===== src/rtl/aes_key_expansion.sv =====
// Iterative AES-128 key schedule: emits round keys 0..10 one per valid/ready handshake,
// deriving each key from the previous one instead of storing the full schedule.
module aes_key_expansion #(
   parameter int NUM_ROUNDS = 10,
   parameter int KEY_W      = 128
) (
   input  logic             clk,
   input  logic             rst_n,
   input  logic             i_key_start,
   input  logic [KEY_W-1:0] i_key,
   output logic [KEY_W-1:0] o_round_key,
   output logic [3:0]       o_round_num,
   output logic             o_round_key_valid,
   input  logic             i_round_key_ready,
   output logic             o_busy,
   output logic             o_done
);

   if (NUM_ROUNDS != 10 || KEY_W != 128) begin : g_bad_param
      $error("aes_key_expansion supports only AES-128 (NUM_ROUNDS=10, KEY_W=128)");
   end

   // Forward S-box, byte x at bits [2047-8x -: 8]
   localparam logic [2047:0] SBOX = {
      128'h637c777bf26b6fc53001672bfed7ab76, 128'hca82c97dfa5947f0add4a2af9ca472c0,
      128'hb7fd9326363ff7cc34a5e5f171d83115, 128'h04c723c31896059a071280e2eb27b275,
      128'h09832c1a1b6e5aa0523bd6b329e32f84, 128'h53d100ed20fcb15b6acbbe394a4c58cf,
      128'hd0efaafb434d338545f9027f503c9fa8, 128'h51a3408f929d38f5bcb6da2110fff3d2,
      128'hcd0c13ec5f974417c4a77e3d645d1973, 128'h60814fdc222a908846eeb814de5e0bdb,
      128'he0323a0a4906245cc2d3ac629195e479, 128'he7c8376d8dd54ea96c56f4ea657aae08,
      128'hba78252e1ca6b4c6e8dd741f4bbd8b8a, 128'h703eb5664803f60e613557b986c11d9e,
      128'he1f8981169d98e949b1e87e9ce5528df, 128'h8ca1890dbfe6426841992d0fb054bb16
   };

   typedef enum logic [1:0] {S_IDLE, S_EMIT, S_DONE} state_t;

   state_t           state_q, state_d;
   logic [KEY_W-1:0] key_q, key_d;
   logic [3:0]       num_q, num_d;
   logic             valid_q, valid_d;
   logic             busy_q, busy_d;
   logic             done_q, done_d;
   logic [7:0]       rcon_q, rcon_d;
   logic             accept;

   function automatic logic [7:0] sbox(input logic [7:0] x);
      return SBOX[8*(255 - int'(x)) +: 8];
   endfunction

   // Multiply by x in GF(2^8) modulo 0x11b; walks Rcon 01..80 then wraps to 1b, 36
   function automatic logic [7:0] xtime(input logic [7:0] b);
      return {b[6:0], 1'b0} ^ (b[7] ? 8'h1b : 8'h00);
   endfunction

   function automatic logic [KEY_W-1:0] next_key(input logic [KEY_W-1:0] k,
                                                 input logic [7:0] rc);
      logic [31:0] w3, t, n0, n1, n2, n3;
      w3 = k[31:0];
      t  = {sbox(w3[23:16]), sbox(w3[15:8]), sbox(w3[7:0]), sbox(w3[31:24])} ^ {rc, 24'h0};
      n0 = k[127:96] ^ t;
      n1 = k[95:64]  ^ n0;
      n2 = k[63:32]  ^ n1;
      n3 = w3        ^ n2;
      return {n0, n1, n2, n3};
   endfunction

   assign accept = valid_q & i_round_key_ready;

   always_comb begin
      state_d = state_q;
      key_d   = key_q;
      num_d   = num_q;
      valid_d = valid_q;
      busy_d  = busy_q;
      done_d  = 1'b0;
      rcon_d  = rcon_q;
      case (state_q)
         S_IDLE: begin
            if (i_key_start) begin
               key_d   = i_key;
               num_d   = 4'd0;
               valid_d = 1'b1;
               busy_d  = 1'b1;
               state_d = S_EMIT;
            end
         end
         S_EMIT: begin
            if (accept) begin
               if (num_q == 4'(NUM_ROUNDS)) begin
                  valid_d = 1'b0;
                  busy_d  = 1'b0;
                  done_d  = 1'b1;
                  state_d = S_DONE;
               end else begin
                  key_d  = next_key(key_q, rcon_q);
                  num_d  = num_q + 4'd1;
                  rcon_d = xtime(rcon_q);
               end
            end
         end
         S_DONE: begin
            // Key and round number stay on round 10 for the consumer's benefit
            rcon_d  = 8'h01;
            state_d = S_IDLE;
         end
         default: state_d = S_IDLE;
      endcase
   end

   always_ff @(posedge clk) begin
      if (!rst_n) begin
         state_q <= S_IDLE;
         key_q   <= '0;
         num_q   <= 4'd0;
         valid_q <= 1'b0;
         busy_q  <= 1'b0;
         done_q  <= 1'b0;
         rcon_q  <= 8'h01;
      end else begin
         state_q <= state_d;
         key_q   <= key_d;
         num_q   <= num_d;
         valid_q <= valid_d;
         busy_q  <= busy_d;
         done_q  <= done_d;
         rcon_q  <= rcon_d;
      end
   end

   assign o_round_key       = key_q;
   assign o_round_num       = num_q;
   assign o_round_key_valid = valid_q;
   assign o_busy            = busy_q;
   assign o_done            = done_q;

endmodule

===== config.mk =====
export PLATFORM = sky130hd
export DESIGN_NAME = aes_key_expansion
export DESIGN_NICKNAME = d
export VERILOG_FILES = /design/src/rtl/aes_key_expansion.sv
export SDC_FILE = /design/constraint.sdc
export NUM_CORES = 1
export LEC_CHECK = 0
export CELL_PAD_IN_SITES_DETAIL_PLACEMENT = 1
export CELL_PAD_IN_SITES_GLOBAL_PLACEMENT = 1
export CORE_ASPECT_RATIO = 1.4
export CORE_MARGIN = 2
export CORE_UTILIZATION = 43
export DETAILED_ROUTE_END_ITERATION = 7
export PLACE_DENSITY = 0.83
export SLEW_MARGIN = 15
export SYNTH_ARGS = -nofsm -noshare
export SYNTH_HDL_FRONTEND = slang
export SYNTH_SLANG_ARGS = --single-unit

===== constraint.sdc =====
create_clock -name clk -period 4.85 [get_ports clk]
set_input_delay 1.455 -clock clk [delete_from_list [all_inputs] [get_ports clk]]
set_output_delay 1.455 -clock clk [all_outputs]
set_load 0.05 [all_outputs]

==> impl_results.md, run 1 <==
* Least-Margin Pin Slew at 1.16 ns
* Initial DRC count at 4118
* Synth Flop Type: dfxtp_1
* Die area at 57600 µm²
* Total Power at 12.4 mW
* R2R Path End: o_round_key[5]$_SDFFE_PN0P_
* Clk sink count at 144
* Vias in the first global route at 30600
* R2R depth at 9
* Fin Clk Skew at 0.0181 ns
* Die Ht at 283 µm
* Die Width at 203 µm
* Critical Path RT at 5.17 ns
* Status: finished clean
* # IOs at 267
* P&R area growth vs syn at 16.1%
* CTS root buffer: clkbuf_16
* Port Buffers at 266
* GRT Util Overall at 45.2%
* Post-route ant nets at 0
* Setup TNS at 0 ns
* Final Wtd Congestion at 1.06
* CP bufs+invs at 0
* Post-DR wirelength/cell at 32.0 µm
* Most frequent cell on the critical path: o311ai_0
* Largest net degree at the start of global routing at 143
* Wirelength, routed at 135 mm
* Mapped Cells at 3425
* Critical path peak fanout at 93
* Max_cap viols at 0
* Lkg Pwr at 9.60 nW
* Placed Instances at 4187
* Total number of vias at 30900
* Critical-path cell list: nor2b_1, a22o_1, a311oi_1, o311ai_0, a21oi_1, or4_1, o311ai_0, a211o_1, a31oi_1
* Pwr Density at 446 nW/µm²
* First-pass GRT wire length at 200 mm
* Post-synthesis async set-or-reset flop share at 0%
* RR Startpoint: o_round_key[27]$_SDFFE_PN0P_
* Worst R2R Setup Slack at 0.19 ns
* Clk_lat worst skew at 0.46 ns
* Number of synthesized flops with an enable pin at 0
* Ratio of cells with drive above 1 in the final layout at 10.3%
* Hold WS at 0.493 ns
* Hold Path Class: flip-flop to flip-flop
* Post-CTS Setup Bufs at 0
* IR drop worst, VDD at 0.000324 V
* Syn_nets at 3619
* Max clock buf depth at 2
* Post-route insts no fill at 4221
* FF+latch count, synth at 144
* Clock-pin slew on the worst setup and hold paths at 0.07 ns
* Rows at 102
* Sequential area share after synthesis at 12.0%
* CTS buffer count at 17
* Layout fillers at 7020
* Worst Hold End: o_round_key[100]$_SDFFE_PN0P_
* Vias/cell at 7.31
* Worst relative slew slack at 22.5%
* Final HPWL DP at 96.0 mm
* Residual DRC at 0
* Post-synthesis cell type count at 103
* Mean Syn Cell Area at 6.99 µm²
* First-pass DRT Iterations at 6
* Depth of the CTS H-tree at 4
* Largest stage delay, worst path at 1.00 ns
* Hold Crit Start: o_round_key[100]$_SDFFE_PN0P_
* Worst setup SP type: flip-flop
* Total grt overflow at 0
* Initial antenna violation count at 5
* Synth Warn # at 0
* Fin crit share at 96.0%
* Final nets at 3672
* Post-layout min period at 4.66 ns
* RSZ-0062 raised after global routing: no
* TritonCTS clock tree: built
* Starting density of the core at 43.4%
* Post-cts repair resize count at 0
* # setup viols final at 0
* Core ar. at 55100 µm²
* Netlist Area Pre-Place at 23900 µm²
* # hold bufs at CTS at 0
* Fin. Hold Viols at 0
* Setup CP Type: flip-flop to flip-flop
* Worst Path Arrival at 4.98 ns
* Max Clk Rate at 215 MHz
* Final Max Slew Viols at 0
* WHS Path Cells at 2
* Critical Path Sink Type: flip-flop
* CP max-delay cell: dfxtp_4
* CP top delay family: compound AO/OA/AOI/OAI gates
[tightest hold or removal path, delay by kind of cell, from the launching register on]
family          cells  cell delay (ns)
simple gates        1             0.06
flops               1             0.34
compound gates      1             0.05
[through the flow]
step	setup slack (ns)	area, µm²	utilization, %
after global routing	0.169	27800	50.4
after detailed placement	0.448	27200	49.3
final	0.195	27800	50.4
after floorplan	0.610	23900	-
after CTS	0.394	27800	50.4
after global placement	0.489	27200	49.3
[per-layer routing]
layer / wire (µm) / vias up / share of wire, % / GRT usage (%)
met3: 12600 / 604 / 9.3 / 8.59
met4: 12000 / 4 / 8.9 / 34.0
met5: 26 / - / 0.019 / 0
li1: - / 13000 / - / -
met2: 61600 / 2052 / 46 / 71.8
met1: 49000 / 15100 / 36 / 53.9
[synthesized netlist by cell type (all sizes together) (13+ instances only)]
master / n / share of area (%)
nand2: 294 / 4.6
o21ai: 274 / 5.7
nor2: 247 / 3.9
a21oi: 239 / 5.0
clkbuf: 233 / 3.7
buf: 170 / 4.0
dfxtp: 144 / 12
nor3: 129 / 2.7
nand3: 105 / 2.2
nor2b: 97 / 2.5
nand2b: 96 / 2.5
xnor2: 84 / 3.2
a211oi: 76 / 2.4
a31oi: 70 / 1.9
inv: 69 / 1.1
o211ai: 67 / 2.1
o311ai: 64 / 2.4
ha: 62 / 3.2
mux2i: 57 / 2.4
mux4: 56 / 5.3
o22ai: 46 / 1.2
a311oi: 45 / 1.7
and2: 41 / 1.1
a21o: 36 / 1.1
or3: 35 / 0.91
a2111oi: 33 / 1.2
o221ai: 30 / 1.1
and3: 27 / 0.71
nor3b: 27 / 0.85
nor4: 27 / 0.71
o31ai: 26 / 0.84
or2: 25 / 0.65
a221oi: 20 / 0.73
o21a: 20 / 0.63
xor2: 20 / 0.76
nand4: 18 / 0.47
nand3b: 17 / 0.53
a211o: 16 / 0.59
o2111ai: 16 / 0.59
o211a: 14 / 0.59
o32ai: 14 / 0.51
mux2: 13 / 0.61
[logic make-up after synthesis]
group	Yosys count	share of synthesized area (%)
AO/OA/AOI/OAI	1264	36.5
AND/OR/NAND/NOR	1228	25.9
multiplexers	126	8.27
XOR/XNOR	116	5.14
adder cells (fa/ha/maj)	63	3.28
flip-flops	144	12.0
buffers and inverters	484	8.89
[worst max-delay path by stage]
stage | start | to | depth (start not counted)
final | o_round_key[27]$_SDFFE_PN0P_ | o_round_key[5]$_SDFFE_PN0P_ | 9
after global routing | o_round_key[27]$_SDFFE_PN0P_ | o_round_key[5]$_SDFFE_PN0P_ | 9
after CTS | o_round_key[27]$_SDFFE_PN0P_ | o_round_key[5]$_SDFFE_PN0P_ | 9
after detailed placement | o_round_key[27]$_SDFFE_PN0P_ | o_round_key[5]$_SDFFE_PN0P_ | 9
after global placement | o_round_key[27]$_SDFFE_PN0P_ | o_round_key[5]$_SDFFE_PN0P_ | 9
after floorplan | o_round_key[24]$_SDFFE_PN0P_ | o_round_key[5]$_SDFFE_PN0P_ | 13
[where the power goes]
part	total (mW)	switching (mW)	internal (mW)
registers	1.86	0.510	1.35
logic	9.09	5.84	3.25
clock network	1.44	0.626	0.817
[flip-flops by register name, indices dropped and copies added (netlist names)]
register and cells:
o_busy 1, rcon_q 8, state_q 2, o_round_key 128, o_done 1, o_round_num 4
[cell usage in the layout, fill, tap and decap left out, types with 29 or more instances in the layout]
master,instances
xnor2_1,80
o311ai_0,60
or3_1,35
a21oi_1,237
a311oi_1,44
o211ai_1,67
nor2b_1,96
nor3_1,128
nand3_1,104
nand2_1,292
nor2_1,244
a21o_1,36
and2_1,39
a2111oi_0,32
a211oi_1,75
nand2b_1,96
o21ai_0,270
a31oi_1,69
o22ai_1,46
inv_1,66
mux4_2,56
clkdlybuf4s50_1,265
ha_1,62
buf_4,160
dfxtp_1,131
mux2i_1,57
o221ai_1,29
[cell type report]
type / instances / area [µm²] / share of cell area (%)
tap: 728 / 911 / 3.28
clock buffer: 18 / 429 / 1.54
antenna: 2 / 5.00 / 0.0180
inverter: 81 / 304 / 1.09
multi-input combinational: 2797 / 19000 / 68.2
clock inverter: 14 / 178 / 0.639
sequential: 144 / 2920 / 10.5
timing repair buffer: 437 / 4080 / 14.7
No activity file was read; power rests on OpenSTA's default activity.
==> run 2: changes to the inputs <==
--- a/config.mk
+++ b/config.mk
@@ -16,3 +16,4 @@
 export SYNTH_ARGS = -nofsm -noshare
 export SYNTH_HDL_FRONTEND = slang
 export SYNTH_SLANG_ARGS = --single-unit
+export TNS_END_PERCENT = 100
==> results of run 2 <==
No change in the layout: final DEF, timing and power equal those of run 1.
